<file path="config.mk">
export PLATFORM = sky130hd
export DESIGN_NAME = alu_driver
export DESIGN_NICKNAME = d
export VERILOG_FILES = /design/src/rtl/alu_pkg.sv /design/src/rtl/alu_timeout_counter.sv /design/src/rtl/alu_driver.sv
export SDC_FILE = /design/constraint.sdc
export NUM_CORES = 1
export LEC_CHECK = 0
export ABC_AREA = 1
export BUFFER_PORTS_ARGS = -buffer_cell sky130_fd_sc_hd__clkbuf_2
export CAP_MARGIN = 10
export CORE_ASPECT_RATIO = 0.7
export CORE_UTILIZATION = 42
export CTS_BUF_LIST = sky130_fd_sc_hd__clkbuf_8
export CTS_CLUSTER_SIZE = 40
export DETAILED_ROUTE_END_ITERATION = 8
export HOLD_SLACK_MARGIN = 0.08
export PLACE_DENSITY_LB_ADDON = 0.15
export SLEW_MARGIN = 20
export SYNTH_ARGS = -nofsm -noshare
export SYNTH_HDL_FRONTEND = slang
export SYNTH_SLANG_ARGS = --single-unit
</file>
<file path="constraint.sdc">
create_clock -name clk -period 3.8 [get_ports clk]
set_input_delay 0.76 -clock clk [delete_from_list [all_inputs] [get_ports clk]]
set_output_delay 0.76 -clock clk [all_outputs]
set_load 0.005 [all_outputs]
</file>
<file path="src/rtl/alu_pkg.sv">
// Shared types and defaults for the serial simple-ALU operand driver.
package alu_pkg;

  localparam int unsigned DEFAULT_DATA_WIDTH = 8;
  localparam int unsigned DEFAULT_TIMEOUT    = 64;

  // ALU operation encoding; bit 0 is serialised first.
  typedef enum logic [1:0] {
    OP_ADD  = 2'b00,
    OP_SUB  = 2'b01,
    OP_PAR  = 2'b10,
    OP_COMP = 2'b11
  } alu_op_e;

  // Driver FSM states.
  typedef enum logic [2:0] {
    ST_IDLE  = 3'd0,
    ST_BEAT0 = 3'd1,
    ST_BEAT1 = 3'd2,
    ST_BEAT2 = 3'd3,
    ST_WAIT  = 3'd4,
    ST_RESP  = 3'd5
  } drv_state_e;

  // Serial opcode bit carried during a given beat state (0 outside the beats).
  function automatic logic beat_opcode_bit(input drv_state_e st, input alu_op_e op);
    logic [1:0] op_bits;
    logic       bit_out;
    op_bits = 2'(op);
    bit_out = 1'b0;
    case (st)
      ST_BEAT0, ST_BEAT1: bit_out = op_bits[0];
      ST_BEAT2:           bit_out = op_bits[1];
      default:            bit_out = 1'b0;
    endcase
    return bit_out;
  endfunction

endpackage

</file>
<file path="src/rtl/alu_timeout_counter.sv">
// Saturating WAIT-cycle counter; flags the cycle in which the count reaches TIMEOUT.
module alu_timeout_counter
  import alu_pkg::*;
#(
  parameter int unsigned TIMEOUT = DEFAULT_TIMEOUT
) (
  input  logic i_clk,
  input  logic i_reset,
  input  logic i_clear,
  input  logic i_enable,
  output logic o_expired_c
);

  localparam int unsigned CW = $clog2(TIMEOUT + 1);
  localparam logic [CW-1:0] CNT_LAST = CW'(TIMEOUT - 1);
  localparam logic [CW-1:0] CNT_MAX  = CW'(TIMEOUT);

  logic [CW-1:0] r_count;

  // Count enabled cycles since the last clear, holding at TIMEOUT.
  always_ff @(posedge i_clk or posedge i_reset) begin
    if (i_reset) begin
      r_count <= '0;
    end else if (i_clear) begin
      r_count <= '0;
    end else if (i_enable && (r_count != CNT_MAX)) begin
      r_count <= r_count + CW'(1);
    end
  end

  // The increment taken this cycle brings the count to TIMEOUT.
  assign o_expired_c = i_enable && (r_count >= CNT_LAST);

endmodule

</file>
<file path="src/rtl/alu_driver.sv">
// Initiator-side master: serialises one request onto the ALU beat lines and returns its response.
module alu_driver
  import alu_pkg::*;
#(
  parameter int unsigned DATA_WIDTH = DEFAULT_DATA_WIDTH,
  parameter int unsigned TIMEOUT    = DEFAULT_TIMEOUT
) (
  input  logic                  clk,
  input  logic                  reset,
  // request port
  input  logic                  req_valid,
  output logic                  req_ready,
  input  logic [1:0]            req_opcode,
  input  logic [DATA_WIDTH-1:0] req_a,
  input  logic [DATA_WIDTH-1:0] req_b,
  // ALU beat lines
  output logic                  opcode_valid,
  output logic                  opcode,
  output logic [DATA_WIDTH-1:0] data,
  input  logic                  done,
  input  logic [DATA_WIDTH-1:0] result,
  input  logic                  overflow,
  // response port
  output logic                  rsp_valid,
  input  logic                  rsp_ready,
  output logic [DATA_WIDTH-1:0] rsp_result,
  output logic                  rsp_overflow,
  output logic                  rsp_timeout
);

  drv_state_e            r_state;
  drv_state_e            w_state_nxt;
  alu_op_e               r_op;
  alu_op_e               w_op_nxt;
  logic [DATA_WIDTH-1:0] r_a;
  logic [DATA_WIDTH-1:0] w_a_nxt;
  logic [DATA_WIDTH-1:0] r_b;
  logic [DATA_WIDTH-1:0] w_b_nxt;

  logic                  r_req_ready;
  logic                  w_req_ready_nxt;
  logic                  r_opcode_valid;
  logic                  w_opcode_valid_nxt;
  logic                  r_opcode;
  logic                  w_opcode_nxt;
  logic [DATA_WIDTH-1:0] r_data;
  logic [DATA_WIDTH-1:0] w_data_nxt;

  logic                  r_rsp_valid;
  logic                  w_rsp_valid_nxt;
  logic [DATA_WIDTH-1:0] r_rsp_result;
  logic [DATA_WIDTH-1:0] w_rsp_result_nxt;
  logic                  r_rsp_overflow;
  logic                  w_rsp_overflow_nxt;
  logic                  r_rsp_timeout;
  logic                  w_rsp_timeout_nxt;

  logic                  w_cnt_clear;
  logic                  w_cnt_enable;
  logic                  w_expired;

  alu_timeout_counter #(
    .TIMEOUT (TIMEOUT)
  ) u_timeout (
    .i_clk       (clk),
    .i_reset     (reset),
    .i_clear     (w_cnt_clear),
    .i_enable    (w_cnt_enable),
    .o_expired_c (w_expired)
  );

  // Next state, captured request/response fields, and outputs decoded from the next state.
  always_comb begin
    w_state_nxt        = r_state;
    w_op_nxt           = r_op;
    w_a_nxt            = r_a;
    w_b_nxt            = r_b;
    w_rsp_result_nxt   = r_rsp_result;
    w_rsp_overflow_nxt = r_rsp_overflow;
    w_rsp_timeout_nxt  = r_rsp_timeout;
    w_cnt_clear        = 1'b0;
    w_cnt_enable       = 1'b0;

    case (r_state)
      ST_IDLE: begin
        // r_req_ready gates acceptance so nothing is taken in the cycle leaving reset.
        if (r_req_ready && req_valid) begin
          w_op_nxt    = alu_op_e'(req_opcode);
          w_a_nxt     = req_a;
          w_b_nxt     = req_b;
          w_state_nxt = ST_BEAT0;
        end
      end
      ST_BEAT0: w_state_nxt = ST_BEAT1;
      ST_BEAT1: w_state_nxt = ST_BEAT2;
      ST_BEAT2: begin
        w_cnt_clear = 1'b1;
        w_state_nxt = ST_WAIT;
      end
      ST_WAIT: begin
        w_cnt_enable = 1'b1;
        // A done arriving in the timeout cycle still wins.
        if (done) begin
          w_rsp_result_nxt   = result;
          w_rsp_overflow_nxt = overflow;
          w_rsp_timeout_nxt  = 1'b0;
          w_state_nxt        = ST_RESP;
        end else if (w_expired) begin
          w_rsp_result_nxt   = '0;
          w_rsp_overflow_nxt = 1'b0;
          w_rsp_timeout_nxt  = 1'b1;
          w_state_nxt        = ST_RESP;
        end
      end
      ST_RESP: begin
        if (rsp_ready) begin
          w_state_nxt = ST_IDLE;
        end
      end
      default: w_state_nxt = ST_IDLE;
    endcase

    // Outputs are registered, so they follow the state being entered.
    w_req_ready_nxt    = (w_state_nxt == ST_IDLE);
    w_rsp_valid_nxt    = (w_state_nxt == ST_RESP);
    w_opcode_valid_nxt = (w_state_nxt == ST_BEAT0) || (w_state_nxt == ST_BEAT1) ||
                         (w_state_nxt == ST_BEAT2);
    w_opcode_nxt       = beat_opcode_bit(w_state_nxt, w_op_nxt);
    case (w_state_nxt)
      ST_BEAT0, ST_BEAT1: w_data_nxt = w_a_nxt;
      ST_BEAT2:           w_data_nxt = w_b_nxt;
      default:            w_data_nxt = '0;
    endcase
  end

  // State, captured request and registered outputs; reset aborts any operation in flight.
  always_ff @(posedge clk or posedge reset) begin
    if (reset) begin
      r_state        <= ST_IDLE;
      r_op           <= OP_ADD;
      r_a            <= '0;
      r_b            <= '0;
      r_req_ready    <= 1'b0;
      r_opcode_valid <= 1'b0;
      r_opcode       <= 1'b0;
      r_data         <= '0;
      r_rsp_valid    <= 1'b0;
      r_rsp_result   <= '0;
      r_rsp_overflow <= 1'b0;
      r_rsp_timeout  <= 1'b0;
    end else begin
      r_state        <= w_state_nxt;
      r_op           <= w_op_nxt;
      r_a            <= w_a_nxt;
      r_b            <= w_b_nxt;
      r_req_ready    <= w_req_ready_nxt;
      r_opcode_valid <= w_opcode_valid_nxt;
      r_opcode       <= w_opcode_nxt;
      r_data         <= w_data_nxt;
      r_rsp_valid    <= w_rsp_valid_nxt;
      r_rsp_result   <= w_rsp_result_nxt;
      r_rsp_overflow <= w_rsp_overflow_nxt;
      r_rsp_timeout  <= w_rsp_timeout_nxt;
    end
  end

  assign req_ready    = r_req_ready;
  assign opcode_valid = r_opcode_valid;
  assign opcode       = r_opcode;
  assign data         = r_data;
  assign rsp_valid    = r_rsp_valid;
  assign rsp_result   = r_rsp_result;
  assign rsp_overflow = r_rsp_overflow;
  assign rsp_timeout  = r_rsp_timeout;

endmodule

</file>
# After elaboration in Yosys (flattened, before gate mapping)
# Cells that the tools add are included.
[op_classes]
addsub = 1
order_cmp = 1
n_eq_ne = 10
mux = 23
n_reduce_logical = 11
[op_table]
columns = ["cell", "count"]
rows = [
  ["$mux 8", 6],
  ["$pmux 3 s6", 1],
  ["$pmux 8 s2", 1],
  ["$mux 7", 2],
  ["$eq 3x2->1 const B", 4],
  ["$mux 3", 4],
  ["$eq 3x3->1 const B", 3],
  ["$add 7x1->7 const B", 1],
  ["$ge 7x6->1 const B", 1],
  ["$ne 7x7->1 const B", 1],
  ["$eq 3x1->1 const B", 2],
  ["$logic_not 3->1", 2],
  ["$mux 1", 6],
  ["$mux 2", 2],
  ["$reduce_bool 2->1", 2],
  ["$logic_and 1x1->1", 3],
  ["$logic_or 1x1->1", 2],
  ["$pmux 1 s2", 1],
  ["$reduce_and 2->1", 1],
  ["$reduce_or 2->1", 1],
]
[word_totals]
register_bits = 50
input_bits = 32
output_inout_bits = 22
elab_cells = 59

# Depth between registers and ports, before layout
# Gate-level depths: netlist of the first run.
[logic_depth]
ltp_word = 9
depth_mapped = 9
mapped_depth_nobuf = 8

# Modules after synthesis
# Synthesis of the first run repeated with hierarchy kept, for this count alone.
[hier_totals]
cells_unflattened = 291
area_unflattened_um2 = 2373.5
[modules_own_cells]
columns = ["mod", "instances", "cells_per_inst", "area_per_inst_um2", "seq_area_each_um2"]
rows = [
  ["alu_driver", 1, 225, 1924.3, 1076.0],
  ["alu_timeout_counter", 1, 66, 449.2, 175.2],
]

# Least setup slack after synthesis of the first run
# Ideal clock, no wire load.
[synth_timing]
kind = "input to register"
startpoint = "input req_valid"
endpoint = "register r_data[0], in the netlist data[0]"
arrival_time_ns = 1.552
required_time_ns = 3.733
slack_ns = 2.182
cell_stages = 8
path_cell_list = "buf_4 > nand2_4 > a21oi_2 > buf_6 > inv_2 > nand2_4 > nand2_1 > nand2_1"
[synth_between]
elab_chain_cells = 6
[synth_rtl]
columns = ["element", "line", "source"]
rows = [
  ["start, declared", "alu_driver.sv:11", "input logic req_valid,"],
  ["$logic_and 1x1->1 (*)", "alu_driver.sv:87", "if (r_req_ready && req_valid) begin"],
  ["$mux 3", "alu_driver.sv:87", ""],
  ["$pmux 3 s6", "alu_driver.sv:84", "case (r_state)"],
  ["$eq 3x1->1 or $eq 3x2->1 (tied branches)", "alu_driver.sv:129", "case (w_state_nxt)"],
  ["$reduce_or 2->1", "alu_driver.sv:129", ""],
  ["$pmux 8 s2 (*)", "alu_driver.sv:129", ""],
  ["named net w_data_nxt[0]", "alu_driver.sv:47", "logic [DATA_WIDTH-1:0] w_data_nxt;"],
  ["end signal, assigned", "alu_driver.sv:159", "r_data <= w_data_nxt;"],
  ["end, declared", "alu_driver.sv:46", "logic [DATA_WIDTH-1:0] r_data;"],
]
# Mark *: on every way through the listed nets, which the timed path passes. The rest lies on a longest branch.
# A chain may end at the register's enable or synchronous reset.

# Final worst setup path of the first run
[layout_timing]
startpoint = "register r_req_ready, in the netlist req_ready"
endpoint = "output req_ready"
[layout_lines]
columns = ["element", "line", "source"]
rows = [
  ["start, declared", "alu_driver.sv:40", "logic r_req_ready;"],
  ["start signal, assigned", "alu_driver.sv:156", "r_req_ready <= w_req_ready_nxt;"],
  ["end, declared", "alu_driver.sv:12", "output logic req_ready,"],
]
# No word-level cell between the ends.

==> metrics.txt, run 1 <==
area of the multi-input gates 942 µm²; Slew Viols, Final 0; design area 2790 µm²; die height 65.1 µm; Worst path max stage delay 0.62 ns; cell taking the most area after synthesis dfrtp_1; RSZ-0062 raised after global routing false; startpoint types flip-flop; num ports 54; async set-reset flop share out of synthesis 100%; final non-filler cell total 402; antenna violations before repair 0; H-tree depth 2; Avg Cell Area, Syn 8.51 µm²; syn nets 315; Synth top cells by count nand2_1 (94), dfrtp_1 (50), inv_1 (26), nand3_1 (23), o21ai_2 (19); worst-path cell chain clkbuf_2; Max Fclk 533 MHz; drt total wl 4.79 mm; hold_buf cts 0; critical path buffer and inverter count 1; antenna-violating nets left 0; PortBufs 53; DR WL/cell 11.9 µm; crit path max fanout 11; Seq cells post-synth 50; post-DP HPWL 3.46 mm; crit path time final 1.88 ns; Gate Count Post-Synth 281; Layout Skew 0.00663 ns; Post-CTS Resized 0; Final GP Congestion 0.804; DR DRC count 0; final setup fails 0; clk_lat worst skew 0.30 ns; Clock transition at path regs 0.09 ns; share of layout cells above drive strength 1 27.9%; Longest Clk Path Bufs 2; CP required 3.04 ns; placed insts 395; CTS buffer count 5; Via Count 1894; vias in the first global route 1685; pin count of the biggest net entering global routing 51; Hold WC Path Type flip-flop to flip-flop; CP Capture Type primary output; GRT Residual Overflow 0; Die ar. 6000 µm²; post-synth top area share 52.3%; Final Total Pwr 2.02 mW; count leader, synth nand2_1; Seq/Total Area, Yosys 52.3%; Initial Utilization 44.5%; yosys warns 0; CTS tree yes; final hold violations 0; Synth Cell Area 2390 µm²; Sink Count 50; status complete, no violations; Slew HR 43.1%; count of cell types in the netlist 24; family with the most delay on the worst path flip-flops; 1st-iter DRT viols 131; Setup TNS 0 ns; Synth Flop Type dfrtp_1; Max IR drop VDD 0.275 mV; Avg Vias per Cell 4.71; Antenna Cells 0; largest cells by area after synthesis dfrtp_1 (52%), nand2_1 (15%), o21ai_2 (7.0%), nand3_1 (4.8%), inv_1 (4.1%); Final #Nets 364; CP Class flip-flop to primary output; Final Cycle Share 49.4%; Post-CTS Setup Inserts 0; Root Buffer Master clkbuf_8; fin util 51.9%; core area 5370 µm²; Post-synth EDFFs 0; area grow syn2layout 16.5%; FF/Latch Area 1250 µm²; gr usage total 17.6%; drt first pass iters 4; Fillers 514; DIE WIDTH 92.2 µm; Leak 1.51 nW; Max-cap violations 0; row count 22; slowest CP cell dfrtp_1; cell area power density 724 nW/µm²; first-pass GRT wire length 8.25 mm; Area after DPL 2680 µm²; Critical Path AT 1.12 ns; Slew @ Worst Pin 0.853 ns
through the flow:
| stage | hold WS [ns] | setup WS, ns |
|---|---|---|
| global route | 0.512 | 1.76 |
| floorplan | 0.475 | 1.84 |
| detailed placement | 0.473 | 1.81 |
| global placement | 0.468 | 1.85 |
| finish | 0.489 | 1.92 |
| CTS | 0.494 | 1.91 |
power breakdown:
group	leakage, nW	switching, mW	total, mW	internal [mW]
Sequential	0.649	0.138	0.872	0.734
Combinational	0.811	0.481	0.775	0.295
Clock	0.0542	0.176	0.370	0.194
Total	1.51	0.795	2.02	1.22
placed cells by master, fill, tap and decap left out, types with 2 or more instances in the layout:
master	Yosys	routed
inv_2	6	6
xnor2_1	2	2
o21ai_0	10	10
nand4_1	11	11
nand2_1	94	94
nand2_4	2	2
nand3b_1	2	2
o21ai_2	19	19
nand3_1	23	23
nor2_1	15	15
ha_1	2	2
dfrtp_1	50	50
clkbuf_2	0	53
clkbuf_8	0	5
inv_1	26	25
final cells by class:
type / count / share of cell area (%)
clock buffer: 5 / 2.47
inverter: 32 / 4.36
multi-input combinational: 187 / 33.8
tap: 72 / 3.23
timing repair buffer: 54 / 9.79
clock inverter: 2 / 1.39
sequential: 50 / 44.9
per-layer routing:
metal	track usage [%]	share of wire [%]
met1	28.1	54
met2	24.0	41
met3	3.24	5.3
met4	4.69	0.29
met5	0	0
cell families (layout without fill, tap and decap cells):
| logic type | after synthesis | in the layout | share of synthesized area, % |
|---|---|---|---|
| compound gates | 32 | 32 | 9.94 |
| xor+xnor | 3 | 3 | 1.10 |
| simple gates | 150 | 150 | 27.3 |
| flops | 50 | 50 | 52.3 |
| fa+ha+maj | 2 | 2 | 1.05 |
| buf+inv | 44 | 93 | 8.27 |
state kept, by name (all words and copies together), names as in the netlist:
register / count
rsp_result: 8
r_op: 2
u_timeout.r_count: 7
data: 8
r_a: 8
rsp_overflow: 1
req_ready: 1
rsp_valid: 1
opcode_valid: 1
r_b: 8
rsp_timeout: 1
opcode: 1
r_state: 3
worst paths after layout:
check / startpoint / end / slack (ns) / cells after the start
max in group asynchronous: reset / u_timeout.r_count[2]$_DFFE_PP0P_ / 2.71 / 2
max: req_ready$_DFF_PP0_ / req_ready / 1.92 / 1
min reg2reg: rsp_result[3]$_DFFE_PP0P_ / rsp_result[3]$_DFFE_PP0P_ / 0.49 / 2
min: rsp_result[3]$_DFFE_PP0P_ / rsp_result[3]$_DFFE_PP0P_ / 0.49 / 2
max reg2reg: r_state[1]$_DFF_PP0_ / data[5]$_DFF_PP0_ / 1.96 / 8
min in group asynchronous: reset / data[1]$_DFF_PP0_ / 0.58 / 2
No activity file was read; power rests on OpenSTA's default activity.
==> inputs of run 2 (changes only) <==
--- a/config.mk
+++ b/config.mk
@@ -5,7 +5,7 @@
 export SDC_FILE = /design/constraint.sdc
 export NUM_CORES = 1
 export LEC_CHECK = 0
-export ABC_AREA = 1
+export ABC_AREA = 0
 export BUFFER_PORTS_ARGS = -buffer_cell sky130_fd_sc_hd__clkbuf_2
 export CAP_MARGIN = 10
 export CORE_ASPECT_RATIO = 0.7
==> constraint.sdc (replaced) <==
create_clock -name clk -period 1.9 [get_ports clk]
set_input_delay 0.38 -clock clk [delete_from_list [all_inputs] [get_ports clk]]
set_output_delay 0.38 -clock clk [all_outputs]
set_load 0.005 [all_outputs]
==> run 2 against run 1 <==
Worst hold slack worse by 0.39 ns. Cell count fell by 13%. Setup slack worse by 1.6 ns. Design area increased by 3.6%. Register-to-register slack got worse by 1.7 ns. Critical path depth rose by 3. Die area up 0.62%. Critical path type is now flip-flop to flip-flop. First-iteration DRC count did not move. Global-route usage rose by 0.65 points. Largest cell class unchanged. Synthesized area up 0.63%. Flip-flop and latch count unchanged.
==> metrics.txt, run 2 <==
Worst path max stage delay 0.48 ns; die height 65.3 µm; crit path time final 1.62 ns; met1 usage 27.8%; Final #Nets 309; final setup fails 0; grt met3 use 4.05%; cell area power density 1340 nW/µm²; Clk network pwr share 16.3%; busiest grt layer met1; antenna-violating nets left 0; Initial Utilization 44.8%; Combinational Power Share 39.4%; CTS tree yes; H-tree depth 2; Seq/Total Area, Yosys 52.0%; Avg Vias per Cell 5.28; Max IR drop VDD 0.656 mV; RSZ-0062 raised after global routing false; CP Class flip-flop to flip-flop; gr usage total 18.2%; DIE WIDTH 92.5 µm; row count 22; antenna violations before repair 0; async set-reset flop share out of synthesis 100%; num ports 54; Via Count 1837; most common cell after layout, fill and taps aside clkbuf_2; post-DP HPWL 3.40 mm; yosys warns 0; cell taking the most area after synthesis dfrtp_1; first-pass GRT wire length 8.53 mm; Sw Share 34.7%; worst-path cell chain or2_1, nor3_4, buf_12, mux2_2; Sink Count 50; Longest Clk Path Bufs 2; count leader, synth dfrtp_1; Post-CTS Resized 0; P_sw 1.34 mW; final hold violations 0; Final GP Congestion 0.782; status complete, no violations; DR WL/cell 14.5 µm; crit path max fanout 18; drt first pass iters 5; Gate Count Post-Synth 219; Seq cells post-synth 50; Slew HR 77.4%; Synth Cell Area 2410 µm²; post-synth top area share 52.0%; Synth Flop Type dfrtp_1; worst r2r path cells 4; 1st-iter DRT viols 131; Antenna Cells 0; Max Fclk 615 MHz; Flop pwr share 44.3%; Die ar. 6040 µm²; CTS buffer count 5; Setup TNS 0 ns; GR Util met2 26.1%; Max-cap violations 0; Final Total Pwr 3.86 mW; PortBufs 53; core area 5370 µm²; Post-synth EDFFs 0; cell-internal power 2.52 mW; startpoint types flip-flop; syn nets 253; count of cell types in the netlist 41; Slew @ Worst Pin 0.338 ns; Synth top cells by count dfrtp_1 (50), nand2_1 (26), a21oi_1 (13), a21o_1 (12), mux2_2 (10); hold_buf cts 0; most frequent cells in the layout clkbuf_2 (53), dfrtp_1 (50), nand2_1 (26), a21oi_1 (13), a21o_1 (12); CP required 2.08 ns; pin count of the biggest net entering global routing 51; Leak 1.35 nW; Final Cycle Share 85.5%; area grow syn2layout 19.9%; Layout Skew 0.00425 ns; Avg Cell Area, Syn 11.0 µm²; slowest CP cell dfrtp_1; clk_lat worst skew 0.29 ns; largest cells by area after synthesis dfrtp_1 (52%), mux2_2 (4.7%), nand2_1 (4.1%), a21o_1 (3.7%), mux2_1 (3.7%); Root Buffer Master clkbuf_8; drt total wl 5.06 mm; Hold WC Path Type input pin to asynchronous set/reset pin; GRT Residual Overflow 0; vias in the first global route 1733; DR DRC count 0; share of layout cells above drive strength 1 30.4%; Post-CTS Setup Inserts 0; Clock transition at path regs 0.09 ns; CP Capture Type flip-flop; Critical Path AT 1.81 ns; Slew Viols, Final 0
[run 2: cell count changes after synthesis, sizes merged, moves of 18 or more]
cell	previous run	this run
o21ai	30	3
nand2	97	26
nand3	24	2
inv	32	5
mux2	0	18
[run 2: cell type report]
| class | count | area [µm²] |
|---|---|---|
| tap | 72 | 90.1 |
| timing repair buffer | 64 | 373 |
| clock inverter | 2 | 8.76 |
| clock buffer | 6 | 82.6 |
| inverter | 5 | 18.8 |
| sequential | 50 | 1250 |
| multi-input combinational | 149 | 1060 |
| fill | 519 | 2480 |
[run 2: path summary, 6_finish.rpt]
check                                     start                                to  slack [ns]
max in group asynchronous                 reset  u_timeout.r_count[5]$_DFFE_PP0P_        1.57
min reg2reg                    r_a[3]$_DFF_PP0_                  r_a[3]$_DFF_PP0_        0.49
max                        r_state[2]$_DFF_PP0_                  r_b[2]$_DFF_PP0_        0.28
min                                       reset         rsp_result[3]$_DFFE_PP0P_        0.09
min in group clk                       req_b[4]                  r_b[4]$_DFF_PP0_        0.29
max reg2reg                r_state[2]$_DFF_PP0_                  r_b[2]$_DFF_PP0_        0.28
[run 2: kinds of logic (layout without fill, tap and decap cells)]
group	count (synthesis)	in the layout	share of synthesized area, %
buffers and inverters	20	77	3.90
muxes	21	21	9.67
AOI/OAI and AO/OA	49	49	14.4
and+or+nand+nor	76	76	18.7
adders and majority gates	2	2	1.04
DFF	50	50	52.0
xor gates and xnor gates	1	1	0.364
[run 2: per-layer routing]
metal / wire, µm / up-vias
met4: 19 / 0
met5: 0 / -
met2: 2140 / 40
met1: 2720 / 902
met3: 191 / 2
li1: - / 893
[run 2: power groups by stage]
stage	logic [mW]	clock network, mW	registers, mW
3_5_place_dp	1.54	0	1.73
4_1_cts	1.54	0.646	1.71
6_report	1.52	0.630	1.71
2_1_floorplan	1.05	0	1.69
3_3_place_gp	1.50	0	1.72
5_1_grt	1.71	0.694	1.76
[run 2: critical path: cells and delay by family (launching register included)]
kind	cells	cell delay [ns]
buf+inv	1	0.19
simple gates	2	0.48
mux	1	0.35
flops	1	0.48
[run 2: metrics by stage]
| step | worst slack [ns] | hold WS, ns | utilization [%] | instances | area [µm²] |
|---|---|---|---|---|---|
| floorplan | 0.304 | 0.458 | - | 219 | 2410 |
| global placement | 0.332 | 0.431 | 52.1 | 340 | 2790 |
| detailed placement | 0.248 | 0.433 | 52.1 | 340 | 2790 |
| CTS | 0.246 | 0.107 | 53.8 | 348 | 2890 |
| global route | 0.170 | 0.100 | 53.8 | 348 | 2890 |
| finish | 0.275 | 0.0948 | 53.8 | 348 | 2890 |
==> inputs of run 3 (changes only) <==
--- a/config.mk
+++ b/config.mk
@@ -9,7 +9,7 @@
 export BUFFER_PORTS_ARGS = -buffer_cell sky130_fd_sc_hd__clkbuf_2
 export CAP_MARGIN = 10
 export CORE_ASPECT_RATIO = 0.7
-export CORE_UTILIZATION = 42
+export CORE_UTILIZATION = 60
 export CTS_BUF_LIST = sky130_fd_sc_hd__clkbuf_8
 export CTS_CLUSTER_SIZE = 40
 export DETAILED_ROUTE_END_ITERATION = 8
==> constraint.sdc (replaced) <==
create_clock -name clk -period 2 [get_ports clk]
set_input_delay 0.4 -clock clk [delete_from_list [all_inputs] [get_ports clk]]
set_output_delay 0.4 -clock clk [all_outputs]
set_load 0.005 [all_outputs]
==> run 3 against run 2 <==
Clock skew increased by 0.00070 ns. Die area decreased by 29%. Maximum frequency decreased by 3.4%. Wire length decreased by 4.3%. Worst hold slack about the same. Total power decreased by 6.6%. First-iteration DRC count decreased by 27%. Critical path depth unchanged. Critical path type unchanged. Highest routed layer unchanged.
==> metrics.txt, run 3 (synthesis gave the netlist of run 2 again) <==
share of layout cells above drive strength 1 30.5%; Combinational Power Share 39.6%; CP Capture Type flip-flop; startpoint types flip-flop; status complete, no violations; H-tree depth 2; Die ar. 4270 µm²; Post-CTS Setup Inserts 0; antenna-violating nets left 0; Slew HR 67.8%; Max IR drop VDD 0.820 mV; Area after DPL 2750 µm²; Via Count 1861; final hold violations 0; pre-CTS setup slack 0.339 ns; final hold slack 0.0947 ns; core area 3670 µm²; most frequent cells in the layout clkbuf_2 (53), dfrtp_1 (50), nand2_1 (26), a21oi_1 (13), a21o_1 (12); DIE WIDTH 77.7 µm; hold_buf cts 0; Longest Clk Path Bufs 2; die height 55.0 µm; final setup fails 0; r2r setup slk 0.32 ns; CTS buffer count 5; DR WL/cell 14.9 µm; pin count of the biggest net entering global routing 30; P_sw 1.26 mW; Sink Count 50; Max Fclk 595 MHz; clk_lat worst skew 0.30 ns; RSZ-0062 raised after global routing false; worst r2r path cells 4; Clock transition at path regs 0.09 ns; Hold WC Path Type input pin to asynchronous set/reset pin; CP required 2.18 ns; Post-CTS Resized 0; drt first pass iters 5; Final Cycle Share 84.1%; Layout Skew 0.00495 ns; vias in the first global route 1685; most common cell after layout, fill and taps aside clkbuf_2; Setup TNS 0 ns; CTS tree yes; gr usage total 24.9%; Root Buffer Master clkbuf_8; cell-internal power 2.34 mW; reg2reg start r_state[2]$_DFF_PP0_; CP Class flip-flop to flip-flop; Leak 1.34 nW; Slew Viols, Final 0; Final #Nets 309; GRT Residual Overflow 0; antenna violations before repair 0; Clk network pwr share 15.2%; post-DP HPWL 3.41 mm; first-pass GRT wire length 7.90 mm; PortBufs 53; cell area power density 1270 nW/µm²; Slew @ Worst Pin 0.483 ns; area grow syn2layout 17.7%; row count 18; 1st-iter DRT viols 96; Crit Reg-Reg Endpoint r_b[5]$_DFF_PP0_; crit path time final 1.68 ns; Max-cap violations 0; Initial Utilization 65.5%; Final GP Congestion 0.768; Avg Vias per Cell 5.73; design area 2830 µm²; drt total wl 4.84 mm; DR DRC count 0; Flop pwr share 45.2%; crit path max fanout 18; Critical Path AT 1.86 ns; Antenna Cells 0; fin worst setup slack 0.319 ns; num ports 54; Sw Share 35.0%
## run 3: worst max-delay path, cell delays in order (launching register included)
cell     delay, ns
dfrtp_1       0.48
or2_1         0.31
nor3_4        0.12
buf_4         0.28
mux2_2        0.37
## run 3: routing by layer
layer | vias up | global-route usage (%) | part of all wire (%)
li1 | 893 | - | -
met2 | 49 | 38.1 | 44
met5 | - | 0 | 0
met3 | 5 | 6.23 | 4.7
met1 | 914 | 35.3 | 51
met4 | 0 | 8.49 | 0.70
## run 3: cell type report
type                    instances  area (µm²)
fillers                       272         838
inverters                       5        18.8
repair buffers                 64         360
clock inverters                 2        10.0
well taps                      50        62.6
multi-input cells             149        1060
clock buffers                   5        68.8
flip-flops and latches         50        1250
## run 3: worst max-delay path by stage
stage	startpoint	endpoint	slack, ns
2_1_floorplan	reset	data[0]$_DFF_PP0_	0.40
3_3_place_gp	r_state[2]$_DFF_PP0_	r_b[2]$_DFF_PP0_	0.39
3_5_place_dp	r_state[2]$_DFF_PP0_	r_b[5]$_DFF_PP0_	0.34
4_1_cts	r_state[2]$_DFF_PP0_	r_b[5]$_DFF_PP0_	0.32
5_1_grt	r_state[2]$_DFF_PP0_	r_b[5]$_DFF_PP0_	0.23
6_report	r_state[2]$_DFF_PP0_	r_b[5]$_DFF_PP0_	0.32
## run 3: through the flow
step,total power [mW],util (%),std cells
floorplan,2.61,-,219
global placement,3.01,75.0,318
detailed placement,3.06,75.0,318
CTS,3.62,77.2,325
global route,3.86,77.2,325
finish,3.60,77.2,325
## run 3: power groups by stage
stage / logic, mW / registers, mW / clock network [mW]
3_3_place_gp: 1.38 / 1.63 / 0
3_5_place_dp: 1.42 / 1.64 / 0
2_1_floorplan: 1.00 / 1.61 / 0
4_1_cts: 1.43 / 1.63 / 0.563
6_report: 1.42 / 1.63 / 0.548
5_1_grt: 1.59 / 1.68 / 0.597
